==> config.mk <==
export PLATFORM = sky130hd
export DESIGN_NAME = mult_share_arbiter_flat
export DESIGN_NICKNAME = d
export VERILOG_FILES = /design/src/rtl/mult_share_arbiter_if.sv /design/src/rtl/mult_share_arbiter.sv /design/src/flat_wrapper.sv
export SDC_FILE = /design/constraint.sdc
export NUM_CORES = 1
export LEC_CHECK = 0
export ABC_AREA = 1
export CAP_MARGIN = 10
export CORE_MARGIN = 2
export CORE_UTILIZATION = 45
export CTS_BUF_LIST = sky130_fd_sc_hd__clkbuf_4 sky130_fd_sc_hd__clkbuf_8
export CTS_CLUSTER_DIAMETER = 200
export DETAILED_ROUTE_END_ITERATION = 10
export GPL_TIMING_DRIVEN = 0
export PLACE_DENSITY = 0.69
export SYNTH_ARGS = -nofsm -noshare
export SYNTH_HDL_FRONTEND = slang
export SYNTH_SLANG_ARGS = --single-unit
==> constraint.sdc <==
create_clock -name Clk -period 3 [get_ports Clk]
set_input_delay 0.45 -clock Clk [delete_from_list [all_inputs] [get_ports Clk]]
set_output_delay 0.45 -clock Clk [all_outputs]
set_load 0.03 [all_outputs]
==> src/rtl/mult_share_arbiter_if.sv <==
// Requester/MAC side bundle of mult_share_arbiter.
interface mult_share_arbiter_if #(
  parameter int NREQ = 2
);
  logic [NREQ-1:0] Req_Set;
  logic [NREQ-1:0] Req_Clr;
  logic            Done;
  logic [NREQ-1:0] Grant;
  logic            Busy;
  logic [NREQ-1:0] Pending;
  logic            Timeout_Err;

  modport master (
    output Req_Set,
    output Req_Clr,
    output Done,
    input  Grant,
    input  Busy,
    input  Pending,
    input  Timeout_Err
  );

  modport slave (
    input  Req_Set,
    input  Req_Clr,
    input  Done,
    output Grant,
    output Busy,
    output Pending,
    output Timeout_Err
  );
endinterface

==> src/rtl/mult_share_arbiter.sv <==
// Shares one multi-cycle MAC between NREQ requesters, watchdog release.
// ARB_FIXED_PRIO_EN: lowest pending index wins instead of round-robin.
module mult_share_arbiter #(
  parameter int NREQ        = 2,
  parameter int TIMEOUT_CYC = 255,
  parameter int TW          = 8
) (
  input logic Clk,
  input logic Rst,
  mult_share_arbiter_if.slave bus
);
  localparam int IW = $clog2(NREQ);

  typedef enum logic [1:0] {
    IDLE,
    GRANT,
    RELEASE
  } state_t;

  state_t          state;
  state_t          state_d;
  logic [NREQ-1:0] grant_q;
  logic [NREQ-1:0] pend_q;
  logic [NREQ-1:0] pend_d;
  logic [NREQ-1:0] rel_mask;
  logic [TW-1:0]   wdog;
  logic            terr_q;
  logic [IW-1:0]   win;
  logic            any;
  logic            abort;
  logic            wd_hit;
  logic            rel;
  logic            tout;

  assign any    = |pend_q;
  assign abort  = |(bus.Req_Clr & grant_q);
  assign wd_hit = (wdog == TW'(TIMEOUT_CYC - 1));
  assign rel    = (state == GRANT)
                & (bus.Done | abort | wd_hit);
  // Done or abort on the timeout cycle is a clean release
  assign tout     = rel & ~bus.Done & ~abort;
  assign rel_mask = rel ? grant_q : '0;

  // Clear beats release beats set
  assign pend_d = (pend_q | bus.Req_Set)
                & ~bus.Req_Clr
                & ~rel_mask;

`ifdef ARB_FIXED_PRIO_EN
  always_comb begin
    win = '0;
    for (int k = NREQ - 1; k >= 0; k--) begin
      if (pend_q[IW'(k)]) win = IW'(k);
    end
  end
`else
  logic [IW-1:0] last;

  // Scan downward so the index nearest last+1 wins
  always_comb begin
    int j;
    win = '0;
    for (int k = NREQ - 1; k >= 0; k--) begin
      j = int'(last) + 1 + k;
      if (j >= NREQ) j = j - NREQ;
      if (pend_q[IW'(j)]) win = IW'(j);
    end
  end

  always_ff @(posedge Clk or posedge Rst) begin
    if (Rst) begin
      last <= IW'(NREQ - 1);
    end else if (state == IDLE && any) begin
      last <= win;
    end
  end
`endif

  always_ff @(posedge Clk or posedge Rst) begin
    if (Rst) state <= IDLE;
    else     state <= state_d;
  end

  always_comb begin
    state_d = state;
    unique case (state)
      IDLE:    if (any) state_d = GRANT;
      GRANT:   if (rel) state_d = RELEASE;
      RELEASE: state_d = IDLE;
      default: state_d = IDLE;
    endcase
  end

  always_ff @(posedge Clk or posedge Rst) begin
    if (Rst) begin
      pend_q  <= '0;
      grant_q <= '0;
      wdog    <= '0;
      terr_q  <= 1'b0;
    end else begin
      pend_q <= pend_d;
      terr_q <= tout;
      unique case (state)
        IDLE: begin
          wdog <= '0;
          if (any) grant_q <= NREQ'(1) << win;
        end
        GRANT: begin
          wdog <= wdog + 1'b1;
          if (rel) grant_q <= '0;
        end
        default: ;
      endcase
    end
  end

  always_comb begin
    bus.Grant       = grant_q;
    bus.Pending     = pend_q;
    bus.Timeout_Err = terr_q;
    bus.Busy        = (state != IDLE);
  end
endmodule

==> src/flat_wrapper.sv <==
// flat-port wrapper written by rule: the top's interface ports become plain ports
module mult_share_arbiter_flat 
#(
  parameter int NREQ        = 2,
  parameter int TIMEOUT_CYC = 255,
  parameter int TW          = 8
)
  (Clk, Rst, bus_Req_Set, bus_Req_Clr, bus_Done, bus_Grant, bus_Busy, bus_Pending, bus_Timeout_Err);
  mult_share_arbiter_if #(.NREQ(NREQ)) bus_i ();
  input logic Clk;
  input logic Rst;
  input wire logic [$bits(bus_i.Req_Set)-1:0] bus_Req_Set;
  input wire logic [$bits(bus_i.Req_Clr)-1:0] bus_Req_Clr;
  input wire logic [$bits(bus_i.Done)-1:0] bus_Done;
  output wire logic [$bits(bus_i.Grant)-1:0] bus_Grant;
  output wire logic [$bits(bus_i.Busy)-1:0] bus_Busy;
  output wire logic [$bits(bus_i.Pending)-1:0] bus_Pending;
  output wire logic [$bits(bus_i.Timeout_Err)-1:0] bus_Timeout_Err;
  assign bus_i.Req_Set = bus_Req_Set;
  assign bus_i.Req_Clr = bus_Req_Clr;
  assign bus_i.Done = bus_Done;
  assign bus_Grant = bus_i.Grant;
  assign bus_Busy = bus_i.Busy;
  assign bus_Pending = bus_i.Pending;
  assign bus_Timeout_Err = bus_i.Timeout_Err;
  mult_share_arbiter #(.NREQ(NREQ), .TIMEOUT_CYC(TIMEOUT_CYC), .TW(TW)) u_core (.Clk(Clk), .Rst(Rst), .bus(bus_i));
endmodule
==> metrics.yaml <==
synthesis:
  yosys.area.top_type_share: 0.450
  yosysSeqAreaShare: 0.481
  syn_area_um2: 835
  synthAdderAreaFrac: 0.0300
  muxShareOfSynthArea: 0
  syn-num-nets: 119
  synth.largest_area_cell: "dfrtp_1"
  synth_cell_types: 18
  synth_compound_area_frac: 0.0480
  ys_warn_count: 0
  synthXorXnorAreaFrac: 0
  synth_seq_cells: 16
  synthCells: 110
  yosys.area_share.simple: 0.355
  synth_area_per_cell_um2: 7.59
  ys_top_cells_by_area: "dfrtp_1, nand2_1, inv_1, nor2_1, o21ai_0"
  synth_top_family_by_area: "simple AND/OR/NAND/NOR gates"
power_and_ir_drop:
  cellPowerDensity_nw_per_um2: 751
  irDropWorstVdd_v: 0.000511
  power_frac_clock: 0.166
  p_leak_nw: 0.516
  pwr-share-comb: 0.418
  p_sw_uw: 316
  switching_share: 0.414
  intPower_uw: 447
  seq_power_share: 0.416
cells_and_area:
  area_growth_pct: 21.7
  n_antenna_cell: 0
  final_common_cell: "nand2_1"
  fillers: 169
  nets: 136
  mostFrequentLayoutCells: "nand2_1, inv_1, dfrtp_1, nor2_1, clkdlybuf4s50_1"
  drive_gt1_frac: 0.119
  multiInputGateArea_um2: 362
  regArea_um2: 402
  stdcell_area_um2: 1020
worst_setup_path:
  crit_family: "buffers and inverters"
  crit_path_max_fanout: 6
  ff2ff_path_depth: 11
  crit_path_end_kind: "primary output"
  rr_startpoint: "u_core.wdog[0]"
  critPathKind: "flip-flop to primary output"
  critPathSlowestCell: "clkdlybuf4s50_1"
  reg2reg_setup_slack_ns: 1.64
  path_cells: "nor2_1 > inv_1 > clkdlybuf4s50_1"
  required_ns: 2.55
  crit_path_start_kind: "flip-flop"
  worstSetupStartpoint: "u_core.state[1]"
  r2r-end: "u_core.bus.Pending[0]"
  critPathBufInv: 2
  slowest_delay_ns: 0.62
  worstPathArrival_ns: 1.81
clock_tree:
  ctsRootBufferMaster: "clkbuf_4"
  postCtsHoldBufs: 0
  post_cts_buffers: 0
  cts_tree: "done"
  clk_pin_slew_worst_paths_ns: 0.09
  htree_levels: 1
  cts_resized: 0
  numCtsBuffers: 3
  cts.sink_count: 16
  cts_buffer_depth: 2
  clk_latency_ns: 0.28
die:
  die_y_um: 47.1
  die-width_um: 47.1
  fp-row-count: 15
  die-area_um2: 2220
  core_area_um2: 1730
  initial_core_util: 0.483
  io_pins: 13
status:
  status: "completed"
sta:
  hold_violations: 0
  final.min_clock_period_ns: 2.26
  slew_viol_final: 0
  tightest_slew_ns: 0.634
  fin_tns_setup_ns: 0
  holdWs_ns: 0.473
  setup_viol: 0
  max_freq_mhz: 442
  rsz0062_at_grt: "no"
  finClkSkew_ns: 0.00340
  worst_slew_margin_rel: 0.577
  finalCritPeriodShare: 0.753
drt:
  drcViolationCount: 0
  drtIter0Drc: 6
  via_per_inst: 4.70
  routed_wl_um: 1540
  drtPass1Iterations: 4
  ant_nets: 0
  routedWlPerCell_um: 10.2
  vias: 710
min_path:
  whs_path_depth: 2
  holdPathEnd: "u_core.last"
  min_from: "u_core.last"
  holdCritPathClass: "flip-flop to flip-flop"
placed_design:
  dpl-instance-area_um2: 986
  numPortBuffers: 12
  place.gp.congestion: 0.848
  hpwl_um: 1180
flow_run:
  max_cap_violations: 0
global_route:
  track_usage: 0.161
  grt_pass1_vias: 589
  grt_max_degree: 17
  antenna_found_initial: 0
  grt_pass1_wl_um: 2380
  grt_overflow_total: 0
[cell families after synthesis]
| logic type | after synthesis |
|---|---|
| compound gates | 8 |
| flops | 16 |
| fa+ha+maj | 2 |
| simple gates | 65 |
| buf+inv | 19 |
[routing by layer]
layer | routed length (µm) | vias to the layer above | track usage
met1 | 720 | 328 | 0.206
met5 | 0 | - | 0
met2 | 758 | 9 | 0.255
li1 | - | 371 | -
met4 | 12 | 0 | 0.100
met3 | 44 | 2 | 0.0231
[registers in the layout (all words and copies together) (netlist names)]
signal,cells
u_core.state,2
u_core.bus.Grant,2
u_core.bus.Timeout_Err,1
u_core.last,1
u_core.bus.Pending,2
u_core.wdog,8
[worst max-delay path by stage]
stage	endpoint	slack, ns	cells past startpoint
after CTS	bus_Busy	0.73	3
after global placement	bus_Busy	1.06	3
after floorplan	bus_Busy	1.70	2
after global routing	bus_Busy	0.61	3
after detailed placement	bus_Busy	1.05	3
final	bus_Busy	0.74	3
[cells in the mapped netlist]
master / n
nor3_1: 3
nor2_2: 1
nand3_1: 5
dfrtp_1: 15
nand3b_1: 1
ha_1: 2
o21ai_0: 6
nand3_2: 1
inv_1: 16
nand4_1: 2
inv_2: 3
dfstp_2: 1
nand2_1: 34
a21oi_1: 2
and3_1: 1
nand2_2: 3
nor2_4: 2
nor2_1: 12
[tightest hold or removal path, cell delays in order (launching register included)]
cell and delay (ns):
dfstp_2 0.38, nand2_1 0.05, nand2_1 0.05
[area by class of cell]
cell class | count | share of cell area
Clock buffer | 4 | 0.0296
Inverter | 19 | 0.0702
Multi-Input combinational cell | 75 | 0.356
Sequential cell | 16 | 0.395
Tap cell | 25 | 0.0308
Timing Repair Buffer | 12 | 0.118
[power by group through the flow]
stage	combinational, mW	clock, mW	sequential, mW
3_5_place_dp	0.320	0	0.321
4_1_cts	0.322	0.132	0.318
5_1_grt	0.357	0.144	0.326
6_report	0.319	0.126	0.318
2_1_floorplan	0.175	0	0.355
3_3_place_gp	0.317	0	0.321
[metrics by stage]
stage	setup slack (ns)	util	cells	total power, mW
3_5_place_dp	1.05	0.571	147	0.642
2_1_floorplan	1.70	-	110	0.530
6_report	0.740	0.588	151	0.763
3_3_place_gp	1.06	0.571	147	0.637
5_1_grt	0.607	0.588	151	0.827
4_1_cts	0.729	0.588	151	0.772
Power figures use the tool's default switching activity.
